File: src/rtl/switch_pulse_seq.sv
// Timed pulse-train sequencer for a photonic switch: optional start delay, then
// n on/off pulses, all timed in 1 us ticks of the shared enable strobe.
module switch_pulse_seq #(
  parameter int W = 8
) (
  input  logic         clk,
  input  logic         reset,
  input  logic         en_1MHz,
  input  logic         start,
  input  logic         abort,
  input  logic [W-1:0] delay_us,
  input  logic [W-1:0] width_us,
  input  logic [W-1:0] off_us,
  input  logic [W-1:0] n_pulses,
  output logic         switch_out,
  output logic         busy,
  output logic         done,
  output logic [W-1:0] pulse_count
);

  typedef enum logic [2:0] {
    S_IDLE,
    S_DELAY,
    S_ON,
    S_OFF,
    S_DONE
  } state_t;

  state_t       state_q, state_d;
  logic [W-1:0] cnt_q, cnt_d;
  logic [W-1:0] delay_q, delay_d;
  logic [W-1:0] width_q, width_d;
  logic [W-1:0] off_q, off_d;
  logic [W-1:0] n_q, n_d;
  logic [W-1:0] pc_q, pc_d;
  logic         sw_q, sw_d;
  logic         done_q, done_d;

  logic [W-1:0] cur_dur;
  logic [W-1:0] pc_inc;

  always_comb begin
    cur_dur = '0;
    case (state_q)
      S_DELAY: cur_dur = delay_q;
      S_ON:    cur_dur = width_q;
      S_OFF:   cur_dur = off_q;
      default: cur_dur = '0;
    endcase
  end

  assign pc_inc = pc_q + W'(1);

  always_comb begin
    state_d = state_q;
    cnt_d   = cnt_q;
    delay_d = delay_q;
    width_d = width_q;
    off_d   = off_q;
    n_d     = n_q;
    pc_d    = pc_q;
    done_d  = 1'b0;

    case (state_q)
      S_IDLE: begin
        if (start) begin
          if ((n_pulses != '0) && (width_us != '0)) begin
            delay_d = delay_us;
            width_d = width_us;
            off_d   = off_us;
            n_d     = n_pulses;
            cnt_d   = '0;
            pc_d    = '0;
            state_d = S_DELAY;
          end else begin
            // Degenerate train: report completion immediately without going busy.
            done_d = 1'b1;
            pc_d   = '0;
          end
        end
      end
      S_DELAY, S_ON, S_OFF: begin
        // Exit is decided on the count alone, so a tick in the exit clk is dropped.
        if (cnt_q == cur_dur) begin
          cnt_d = '0;
          case (state_q)
            S_DELAY: state_d = S_ON;
            S_OFF:   state_d = S_ON;
            default: begin
              pc_d    = pc_inc;
              state_d = (pc_inc == n_q) ? S_DONE : S_OFF;
            end
          endcase
        end else if (en_1MHz) begin
          cnt_d = cnt_q + W'(1);
        end
      end
      S_DONE: begin
        state_d = S_IDLE;
      end
      default: begin
        state_d = S_IDLE;
      end
    endcase

    if (abort) begin
      state_d = S_IDLE;
      cnt_d   = '0;
      delay_d = delay_q;
      width_d = width_q;
      off_d   = off_q;
      n_d     = n_q;
      pc_d    = pc_q;
      done_d  = 1'b0;
    end

    done_d = done_d | (state_d == S_DONE);
    sw_d   = (state_d == S_ON);
  end

  always_ff @(posedge clk) begin
    if (reset) begin
      state_q <= S_IDLE;
      cnt_q   <= '0;
      delay_q <= '0;
      width_q <= '0;
      off_q   <= '0;
      n_q     <= '0;
      pc_q    <= '0;
      sw_q    <= 1'b0;
      done_q  <= 1'b0;
    end else begin
      state_q <= state_d;
      cnt_q   <= cnt_d;
      delay_q <= delay_d;
      width_q <= width_d;
      off_q   <= off_d;
      n_q     <= n_d;
      pc_q    <= pc_d;
      sw_q    <= sw_d;
      done_q  <= done_d;
    end
  end

  assign switch_out  = sw_q;
  assign busy        = (state_q != S_IDLE);
  assign done        = done_q;
  assign pulse_count = pc_q;

endmodule

File: config.mk
export PLATFORM = sky130hd
export DESIGN_NAME = switch_pulse_seq
export DESIGN_NICKNAME = d
export VERILOG_FILES = /design/src/rtl/switch_pulse_seq.sv
export SDC_FILE = /design/constraint.sdc
export NUM_CORES = 1
export LEC_CHECK = 0
export CORE_MARGIN = 2
export CORE_UTILIZATION = 50
export DETAILED_ROUTE_END_ITERATION = 10
export PLACE_DENSITY_LB_ADDON = 0.08
export SETUP_SLACK_MARGIN = 0.1
export SLEW_MARGIN = 15
export SYNTH_ARGS = -nofsm -noshare
export SYNTH_HDL_FRONTEND = slang
export SYNTH_SLANG_ARGS = --single-unit
File: constraint.sdc
create_clock -name clk -period 2.9 [get_ports clk]
set_input_delay 0.725 -clock clk [delete_from_list [all_inputs] [get_ports clk]]
set_output_delay 0.725 -clock clk [all_outputs]
set_load 0.005 [all_outputs]
==> results.rst, run 1 <==
.. list-table::
   :header-rows: 1

   * - Metric
     - Value
   * - Final cell area excluding filler cells
     - roughly 3500 sq um
   * - Nature of the critical path endpoint
     - register
   * - Inst Count DP
     - ~470
   * - Part of the Yosys area used for sequential elements
     - 0.387
   * - Min Clock Period, post-route
     - 2.62 ns
   * - Via count of the first global-routing pass
     - 2516
   * - Number of unique standard cell types used by synthesis
     - 59
   * - Count of flip-flops with a built-in enable after synthesis
     - 0
   * - Fillers
     - about 460
   * - Die ar.
     - between 6000 and 7000 sq um
   * - Worst slew margin
     - 0.695
   * - Setup Crit Path Kind
     - register to register
   * - Worst clock skew on the final layout
     - 0.00854 ns
   * - TritonCTS buffer count
     - 5
   * - Final period utilization
     - 0.903
   * - Setup-failing EPs final
     - 0
   * - Number of DRC violations after detailed routing
     - 0
   * - Wire length of the first global-routing pass
     - 11600 microns
   * - CP max stage cell
     - sky130_fd_sc_hd__or3_1
   * - Slew at the pin with the worst max-slew slack
     - about 0.45 ns
   * - List of most frequent post-synthesis cells
     - sky130_fd_sc_hd__nand2_1, sky130_fd_sc_hd__a21oi_1, sky130_fd_sc_hd__dfxtp_1
   * - Core ar.
     - 5200 sq um
   * - Ports
     - 48
   * - Clock root buffer master
     - sky130_fd_sc_hd__clkbuf_8
   * - Fraction of registers with async set/reset
     - 0
   * - Cell Area, Placed
     - about 3400 sq um
   * - Number of sinks driven by the clock tree
     - 53
   * - Number of port buffers
     - 47
   * - Number of non-filler instances in the completed layout
     - 477
   * - Total routing usage reported by global routing
     - 0.236
   * - PwrDens
     - about 430 nW/um^2
   * - Number of buffer and inverter stages on the critical path
     - 1
   * - Count of warnings emitted by yosys
     - 0
   * - Cells after synthesis
     - 354
   * - Number of levels in the clock H-tree
     - 2
   * - Largest cells by area after synthesis
     - sky130_fd_sc_hd__dfxtp_1, sky130_fd_sc_hd__a21oi_1, sky130_fd_sc_hd__nand2_1
   * - Utilization after layout
     - 0.671
   * - Critical-path maximum fanout
     - 8
   * - Hold Violations, Final
     - 0
   * - Largest buffer count on any clock path
     - 2
   * - Number of nets with antenna violations after routing
     - 0
   * - Syn avg cell area
     - 7.74 sq um
   * - RSZ-0062 raised after global routing
     - no
   * - Setup tns final
     - 0 ns
   * - Top FF cell, synth
     - sky130_fd_sc_hd__dfxtp_1
   * - DR vias
     - 2676
   * - Cells along the critical path
     - or3b_4 -> o21ai_1 -> a41oi_1 -> nor4_2 -> buf_4 -> nand4_1 -> or3_1 -> a21oi_1
   * - Area added between synthesis and finish
     - 27.4%
   * - Worst hold slack
     - roughly 0.46 ns
   * - Starting Density
     - 0.526
   * - Top cell type by total area after synthesis
     - sky130_fd_sc_hd__dfxtp_1
   * - Required time at the worst-slack endpoint
     - roughly 3.2 ns
   * - # rows
     - 26
   * - Drt via density
     - between 5 and 6
   * - Outcome
     - complete, no violations
   * - Syn nets
     - approximately 390
   * - Tightest Hold Check Type
     - register to register
   * - Die Width
     - about 78 microns
   * - Clock slew at reported path FFs
     - roughly 0.10 ns
   * - Arrival time reported for the critical path endpoint
     - around 2.9 ns
   * - DR pass1 iterations
     - 4
   * - Die Height
     - 78.0 microns
   * - Largest net degree at the start of global routing
     - 42
   * - Post-detailed-route wirelength per cell
     - 14.2 microns
   * - Least setup slack across all paths after layout
     - about 0.28 ns
   * - Total wire length
     - just under 7000 microns
   * - Antenna cell count
     - 0
   * - Number of pins with negative max-slew slack in the final report
     - 0
   * - Peak Freq
     - 382 MHz
   * - Half-perimeter wire length of the detailed placement result
     - about 5000 microns
   * - Count of state elements after synthesis
     - 53
   * - Critical path's top delay family
     - simple AND/OR/NAND/NOR gates
   * - Worst-Skew Late Latency
     - between 0.3 and 0.4 ns
   * - Top-area cell type share of the netlist area
     - 0.387
   * - Cell Area, Synth
     - 2740 sq um
   * - Worst slack at placement
     - approximately 0.11 ns
   * - Dominant cell by count in the synthesized netlist
     - sky130_fd_sc_hd__nand2_1
   * - Maximum single-stage delay on the critical path
     - around 0.44 ns
   * - Number of max-cap violations
     - 0
   * - Count of hold buffers inserted by post-cts repair
     - 0
   * - Leakage
     - ~1.2 nW
   * - Fraction of layout instances using a drive strength above 1
     - 0.0958
   * - RePlAce Congestion
     - about 0.97
   * - Peak supply drop
     - around 0.00026 V
   * - Initial detailed-routing violation count
     - between 150 and 200
   * - Global route overflow
     - 0
   * - Element type at the critical path start
     - register
   * - Post-route total power
     - about 1.5 mW
   * - Clock tree from TritonCTS
     - yes
   * - NumNets Final
     - between 400 and 500
   * - Initial antenna violation count
     - 0
## path summary, 6_finish.rpt
path | from | endpoint | slack (ns) | cells past startpoint
worst max-delay path | state_q[1] | pulse_count[7] | 0.28 | 8
worst min-delay path | delay_q[3] | delay_q[3] | 0.46 | 2
worst max register to register | state_q[1] | pulse_count[7] | 0.28 | 8
worst min register to register | delay_q[3] | delay_q[3] | 0.46 | 2
## state kept, by name, indices dropped and copies added, names as in the netlist
| register | flops |
|---|---|
| done | 1 |
| cnt_q | 8 |
| switch_out | 1 |
| pulse_count | 8 |
| off_q | 8 |
| n_q | 8 |
| width_q | 8 |
| delay_q | 8 |
| state_q | 3 |
## per-layer routing
metal	GRT usage	wire, microns	vias up
met5	0	0	-
met4	0.0596	44	0
met3	0.0414	355	4
met2	0.376	3100	73
met1	0.334	3290	1235
li1	-	-	1364
## placed cells by master, fill, tap and decap left out, types with 2 or more instances in the layout
master	synthesis	layout
sky130_fd_sc_hd__a21o_1	4	4
sky130_fd_sc_hd__xnor2_1	6	6
sky130_fd_sc_hd__nand4_1	7	7
sky130_fd_sc_hd__o32ai_1	3	3
sky130_fd_sc_hd__clkdlybuf4s50_1	0	47
sky130_fd_sc_hd__nand3b_1	2	2
sky130_fd_sc_hd__and4_1	2	2
sky130_fd_sc_hd__nand2b_1	3	3
sky130_fd_sc_hd__a221oi_1	2	2
sky130_fd_sc_hd__mux2i_1	3	3
sky130_fd_sc_hd__nor3_1	5	5
sky130_fd_sc_hd__dfxtp_1	53	51
sky130_fd_sc_hd__nand3_1	4	4
sky130_fd_sc_hd__clkbuf_8	0	6
sky130_fd_sc_hd__and3_1	5	4
sky130_fd_sc_hd__nor4_1	2	2
sky130_fd_sc_hd__o21ai_1	7	8
sky130_fd_sc_hd__a211oi_1	2	2
sky130_fd_sc_hd__or4_1	4	4
sky130_fd_sc_hd__buf_4	1	14
sky130_fd_sc_hd__nor2_1	17	17
sky130_fd_sc_hd__inv_1	11	11
sky130_fd_sc_hd__ha_1	2	2
sky130_fd_sc_hd__o22ai_1	3	3
sky130_fd_sc_hd__xor2_1	5	5
sky130_fd_sc_hd__and2_1	2	2
sky130_fd_sc_hd__a21oi_1	57	57
sky130_fd_sc_hd__nor2b_1	4	4
sky130_fd_sc_hd__buf_12	0	2
sky130_fd_sc_hd__nand2_1	76	76
sky130_fd_sc_hd__mux2_2	4	4
sky130_fd_sc_hd__or3_1	8	8
sky130_fd_sc_hd__o21ai_0	8	7
## cells by family (layout without fill, tap and decap cells)
family | Yosys count | in the layout | synth area share
AOI/OAI and AO/OA | 103 | 103 | 0.227
xor gates and xnor gates | 11 | 11 | 0.0352
adders and majority gates | 2 | 2 | 0.00913
buffers and inverters | 29 | 82 | 0.0452
DFF | 53 | 53 | 0.387
muxes | 8 | 8 | 0.0315
and+or+nand+nor | 148 | 148 | 0.265
## final cells by class
class	instances	area, sq um	share of cell area
multi-input cells	272	1560	0.447
well taps	70	87.6	0.0251
clock inverters	2	37.5	0.0108
repair buffers	63	616	0.176
flip-flops and latches	53	1070	0.305
clock buffers	6	82.6	0.0237
inverters	11	41.3	0.0118
## power by group
| part | switching (mW) | internal [mW] | leakage [nW] |
|---|---|---|---|
| clock network | 0.254 | 0.281 | 0.0574 |
| registers | 0.0192 | 0.751 | 0.432 |
| logic | 0.101 | 0.110 | 0.737 |
| total | 0.374 | 1.14 | 1.23 |
## worst reg2reg max path, delay by kind of cell, from the launching register on
kind / cells / cell delay, ns
AOI/OAI and AO/OA: 3 / 0.47
buffers and inverters: 1 / 0.17
DFF: 1 / 0.41
and+or+nand+nor: 4 / 1.51
## what timing repair did
item	in CTS	in global routing
setup endpoints to repair	1	10
pin swaps	0	1
gates resized for setup	1	5
buffers inserted	0	1
(Power assumes the default switching activity.)
==> run 2, diff against run 1 <==
Settings changed: CORE_UTILIZATION 50 to 53, GPL_TIMING_DRIVEN set to 0.
==> run 2 against run 1 <==
Die area is 5.4% lower. Sequential cell count unchanged. Combinational power grew 6%. Via count up 5.7%. Sequential power is essentially flat. Clock-buffer cell count unchanged. Highest routed layer unchanged.
==> results.rst, run 2 (synthesis gave the netlist of run 1 again) <==
.. list-table::
   :header-rows: 1

   * - Metric
     - Value
   * - Clock root buffer master
     - sky130_fd_sc_hd__clkbuf_8
   * - Cells on worst reg2reg path
     - 10
   * - NumNets Final
     - 456
   * - Die ar.
     - slightly below 6000 sq um
   * - Die Height
     - about 76 microns
   * - Worst clock skew on the final layout
     - ~0.0079 ns
   * - # rows
     - 26
   * - Inst Count DP
     - 470
   * - Endpoint of the worst hold-timing path
     - delay_q[2]
   * - Initial detailed-routing violation count
     - between 150 and 200
   * - Number of levels in the clock H-tree
     - 2
   * - Tightest Hold Check Type
     - register to register
   * - Final period utilization
     - 0.942
   * - Worst reg2reg path endpoint
     - cnt_q[7]
   * - Drt via density
     - 5.80
   * - Number of non-filler instances in the completed layout
     - between 400 and 500
   * - Leakage
     - between 1 and 1.5 nW
   * - PwrDens
     - roughly 400 nW/um^2
   * - Fraction of layout instances using a drive strength above 1
     - 0.122
   * - Worst slack at placement
     - -0.202 ns
   * - Register-to-Register Setup Slack
     - around 0.17 ns
   * - Number of sinks driven by the clock tree
     - between 50 and 60
   * - Required time at the worst-slack endpoint
     - approximately 3.2 ns
   * - Final cell area excluding filler cells
     - roughly 3600 sq um
   * - DR pass1 iterations
     - 5
   * - Half-perimeter wire length of the detailed placement result
     - around 5200 microns
   * - Clock tree from TritonCTS
     - yes
   * - Number of max-cap violations
     - 0
   * - Cell Area, Placed
     - approximately 3300 sq um
   * - Slew at the pin with the worst max-slew slack
     - roughly 0.54 ns
   * - Post-detailed-route wirelength per cell
     - about 15 microns
   * - Number of pins with negative max-slew slack in the final report
     - 0
   * - RSZ-0062 raised after global routing
     - yes
   * - Via count of the first global-routing pass
     - about 2400
   * - RePlAce Congestion
     - between 0.9 and 1
   * - Least setup slack across all paths after layout
     - 0.168 ns
   * - Number of DRC violations after detailed routing
     - 0
   * - Area added between synthesis and finish
     - 30.4%
   * - Peak Freq
     - between 300 and 400 MHz
   * - Clock slew at reported path FFs
     - ~0.1 ns
   * - Setup-failing EPs final
     - 0
   * - Commonest non-fill, non-tap cell in the layout
     - sky130_fd_sc_hd__nand2_1
   * - Total routing usage reported by global routing
     - 0.247
   * - Die Width
     - approximately 76 microns
   * - Starting Density
     - 0.543
   * - Total wire length
     - roughly 7400 microns
   * - Worst hold stages
     - 2
   * - Wire length of the first global-routing pass
     - 11800 microns
   * - Global route overflow
     - 0
   * - Peak supply drop
     - 0.000319 V
   * - Count of hold buffers inserted by post-cts repair
     - 0
   * - Min Clock Period, post-route
     - 2.73 ns
   * - Worst-Skew Late Latency
     - between 0.3 and 0.4 ns
   * - Antenna cell count
     - 0
   * - Commonest non-fill, non-tap cells in the layout
     - sky130_fd_sc_hd__nand2_1, sky130_fd_sc_hd__a21oi_1, sky130_fd_sc_hd__dfxtp_1
   * - Largest net degree at the start of global routing
     - 17
   * - Worst hold slack
     - approximately 0.46 ns
   * - Number of port buffers
     - between 40 and 50
   * - Number of nets with antenna violations after routing
     - 0
   * - Worst R2R Start
     - state_q[2]
   * - Largest buffer count on any clock path
     - 2
   * - Start point of the worst min-delay path
     - delay_q[2]
   * - Nature of the critical path endpoint
     - register
   * - Critical-path maximum fanout
     - 8
   * - DR vias
     - roughly 2800
   * - Initial antenna violation count
     - 0
   * - Ports
     - 48
   * - Arrival time reported for the critical path endpoint
     - 2.98 ns
   * - TritonCTS buffer count
     - 5
   * - Element type at the critical path start
     - register
   * - Outcome
     - complete, no violations
   * - Worst slew margin
     - 0.638
   * - Hold Violations, Final
     - 0
   * - Setup Crit Path Kind
     - register to register
   * - Post-route total power
     - ~1.4 mW
   * - Core ar.
     - 5040 sq um
## run 2: changes by cell type in the layout (fill, tap and decap cells not counted), sizes merged
cell	before	now
bufinv	1	0
clkbuf	6	18
clkdlybuf4s50	47	46
clkinv	0	2
clkinvlp	1	0
## run 2: report_power, final
| group | switching (mW) | total [mW] | internal, mW |
|---|---|---|---|
| registers | 0.0183 | 0.770 | 0.752 |
| clock network | 0.246 | 0.440 | 0.194 |
| logic | 0.115 | 0.223 | 0.109 |
| total | 0.379 | 1.43 | 1.05 |
## run 2: how the worst max path moves through the flow
stage                      startpoint  endpoint  cells after the start
after floorplan            state_q[0]  cnt_q[3]                     11
after global placement    n_pulses[1]  cnt_q[7]                      9
after detailed placement  n_pulses[1]  cnt_q[7]                      9
after CTS                 n_pulses[1]  cnt_q[7]                      9
after global routing       state_q[2]  cnt_q[7]                     10
final                      state_q[2]  cnt_q[7]                     10
## run 2: cell type report
class                      count  area (sq um)
timing repair buffer          56           543
tap                           70          87.6
multi-input combinational    272          1640
buffer                        18           101
clock buffer                   6          82.6
clock inverter                 2          13.8
inverter                      11          41.3
sequential                    53          1060
fill                         435          1470
## run 2: per-layer routing
metal | vias up | wire length (microns) | track usage | share of wire
met5 | - | 0 | 0 | 0
met1 | 1315 | 3410 | 0.342 | 0.46
met4 | 0 | 88 | 0.0655 | 0.012
li1 | 1384 | - | - | -
met2 | 120 | 3480 | 0.394 | 0.47
met3 | 9 | 462 | 0.0524 | 0.062
## run 2: stage by stage
| stage | util | setup TNS (ns) |
|---|---|---|
| after floorplan | - | 0 |
| after global placement | 0.652 | -0.498 |
| after detailed placement | 0.652 | -0.578 |
| after CTS | 0.677 | 0 |
| after global routing | 0.708 | 0 |
| final | 0.708 | 0 |
## run 2: critical path, cell delays in order (launching register included)
cell and delay, ns:
sky130_fd_sc_hd__dfxtp_2 0.34, sky130_fd_sc_hd__buf_6 0.13, sky130_fd_sc_hd__or3b_4 0.43, sky130_fd_sc_hd__o21ai_2 0.19
sky130_fd_sc_hd__a41oi_2 0.15, sky130_fd_sc_hd__nor4_4 0.33, sky130_fd_sc_hd__and3_1 0.21, sky130_fd_sc_hd__buf_6 0.12
sky130_fd_sc_hd__a211oi_2 0.08, sky130_fd_sc_hd__or4_1 0.55, sky130_fd_sc_hd__a21oi_2 0.15
## run 2: repair_timing
| action | 4_1_cts | 5_1_grt |
|---|---|---|
| pin swaps | 0 | 6 |
| gates resized for setup | 7 | 26 |
| setup buffers | 2 | 8 |
| setup endpoints to repair | 8 | 10 |
==> run 3, diff against run 2 <==
Settings changed: CORE_UTILIZATION 53 to 30, MAX_ROUTING_LAYER set to met4.
==> run 3 against run 2 <==
Critical path depth is 1 higher. Maximum frequency rose by 1.5%. Clock-buffer cell count shrank 1. Cell count is 8.0% higher. Core utilization decreased by 30 points. Via count decreased by 4.3%. Sequential share of layout area decreased by 0.48 points. Clock skew increased by 0.0031 ns. Total power shrank 0.56%. Worst hold slack gained 0.0030 ns.
==> results.rst, run 3 (synthesis gave the netlist of run 1 again) <==
.. list-table::
   :header-rows: 1

   * - Metric
     - Value
   * - Clock root buffer master
     - sky130_fd_sc_hd__clkbuf_8
   * - Die Width
     - 99.6 microns
   * - Worst-Skew Late Latency
     - between 0.3 and 0.4 ns
   * - Register-to-Register Setup Slack
     - approximately 0.21 ns
   * - PwrDens
     - just under 400 nW/um^2
   * - Fillers
     - 961
   * - Maximum single-stage delay on the critical path
     - between 0.4 and 0.5 ns
   * - Core ar.
     - between 8000 and 9000 sq um
   * - Number of max-cap violations
     - 0
   * - Cell repeated most along the worst path
     - sky130_fd_sc_hd__buf_6
   * - Peak supply drop
     - about 0.00016 V
   * - Arrival time reported for the critical path endpoint
     - 2.95 ns
   * - DR vias
     - around 2700
   * - Worst R2R Start
     - state_q[2]
   * - Min Clock Period, post-route
     - ~2.7 ns
   * - Peak Freq
     - 372 MHz
   * - Die ar.
     - ~9900 sq um
   * - Clock slew at reported path FFs
     - roughly 0.1 ns
   * - Setup-failing EPs final
     - 0
   * - Number of pins with negative max-slew slack in the final report
     - 0
   * - Nature of the critical path endpoint
     - register
   * - Largest buffer count on any clock path
     - 2
   * - Ports
     - between 40 and 50
   * - Final period utilization
     - 0.928
   * - Slew at the pin with the worst max-slew slack
     - approximately 0.6 ns
   * - Fraction of layout instances using a drive strength above 1
     - 0.134
   * - Via count of the first global-routing pass
     - between 2000 and 2500
   * - Largest net degree at the start of global routing
     - 17
   * - Area occupied by registers
     - between 1000 and 1500 sq um
   * - Critical path's top delay family
     - simple AND/OR/NAND/NOR gates
   * - Half-perimeter wire length of the detailed placement result
     - approximately 6000 microns
   * - Total routing usage reported by global routing
     - 0.167
   * - Utilization after layout
     - 0.413
   * - Area added between synthesis and finish
     - 32.8%
   * - Number of buffer and inverter stages on the critical path
     - 3
   * - Worst slew margin
     - 0.603
   * - Number of levels in the clock H-tree
     - 2
   * - Outcome
     - complete, no violations
   * - Antenna cell count
     - 0
   * - Initial detailed-routing violation count
     - roughly 110
   * - Start point of the worst min-delay path
     - delay_q[1]
   * - Cell Area, Placed
     - 3340 sq um
   * - Drt via density
     - just over 5
   * - Critical-path maximum fanout
     - 6
   * - RePlAce Congestion
     - approximately 0.8
   * - Total wire length
     - about 8000 microns
   * - Leakage
     - roughly 1.2 nW
   * - Initial antenna violation count
     - 0
   * - Number of port buffers
     - 46
   * - Worst hold slack
     - approximately 0.46 ns
   * - Die Height
     - 99.6 microns
   * - Worst clock skew on the final layout
     - between 0.01 and 0.015 ns
   * - Clock tree from TritonCTS
     - yes
   * - Tightest Hold Check Type
     - register to register
   * - # rows
     - 34
   * - Number of DRC violations after detailed routing
     - 0
   * - NumNets Final
     - roughly 460
   * - Setup Crit Path Kind
     - register to register
   * - Commonest non-fill, non-tap cells in the layout
     - sky130_fd_sc_hd__nand2_1, sky130_fd_sc_hd__a21oi_1, sky130_fd_sc_hd__dfxtp_1
   * - DR pass1 iterations
     - 4
   * - Commonest non-fill, non-tap cell in the layout
     - sky130_fd_sc_hd__nand2_1
   * - Global route overflow
     - 0
   * - Final cell area excluding filler cells
     - around 3600 sq um
   * - Number of sinks driven by the clock tree
     - 53
   * - TritonCTS buffer count
     - 5
   * - Required time at the worst-slack endpoint
     - about 3.2 ns
   * - Cells along the critical path
     - buf_6 -> or3b_4 -> o21ai_4 -> a41oi_2 -> nor4_2 -> and3_1 -> buf_6 -> a211oi_4 -> buf_6 -> or3_1 -> a21oi_2
   * - CP max stage cell
     - sky130_fd_sc_hd__or3b_4
   * - Count of hold buffers inserted by post-cts repair
     - 0
   * - Post-detailed-route wirelength per cell
     - between 15 and 20 microns
   * - Critical path origin
     - state_q[2]
   * - Number of nets with antenna violations after routing
     - 0
   * - Wire length of the first global-routing pass
     - approximately 13000 microns
   * - Hold Violations, Final
     - 0
   * - Element type at the critical path start
     - register
   * - Multi-input combinational cell area
     - roughly 1700 sq um
   * - Starting Density
     - 0.311
   * - RSZ-0062 raised after global routing
     - no
-- run 3: layout make-up --
class	instances	share of cell area
buffer	18	0.0289
clock buffer	5	0.0189
clock inverter	3	0.00481
inverter	11	0.0113
multi-input combinational	272	0.458
sequential	53	0.293
tap	108	0.0371
timing repair buffer	57	0.149
-- run 3: report_power, final --
group	switching, mW	internal, mW	total [mW]
clock network	0.264	0.168	0.432
registers	0.0188	0.751	0.770
logic	0.117	0.107	0.224
total	0.400	1.03	1.43
-- run 3: path summary, 6_finish.rpt --
path	to	cells past startpoint
min	delay_q[1]	2
max	cnt_q[3]	11
max reg2reg	cnt_q[3]	11
min reg2reg	delay_q[1]	2
-- run 3: repair_timing --
action,CTS,global route
setup buffers,2,8
gates resized for setup,10,27
endpoints found under the setup margin,14,13
cloned,0,1
pin swaps,1,17
-- run 3: metrics by stage --
stage	setup TNS, ns	power (mW)	setup WS [ns]	cells
after floorplan	0	0.896	0.371	354
after global placement	-2.50	0.993	-0.259	508
after detailed placement	-2.16	0.994	-0.221	508
after CTS	0	1.42	0.101	518
after global routing	0	1.50	0.0813	527
final	0	1.43	0.209	527
-- run 3: worst min-delay path: cells and delay by family, from the launching register on --
family / cells / cell delay [ns]
AOI/OAI and AO/OA: 1 / 0.05
DFF: 1 / 0.32
and+or+nand+nor: 1 / 0.05
-- run 3: routing by layer --
| layer | vias up | routed length, microns | GRT usage | share of wire |
|---|---|---|---|---|
| met2 | 58 | 3620 | 0.251 | 0.44 |
| met1 | 1261 | 4200 | 0.234 | 0.51 |
| li1 | 1381 | - | - | - |
| met4 | 0 | 67 | 0.0411 | 0.0082 |
| met3 | 5 | 310 | 0.0295 | 0.038 |
| met5 | - | 0 | - | 0 |
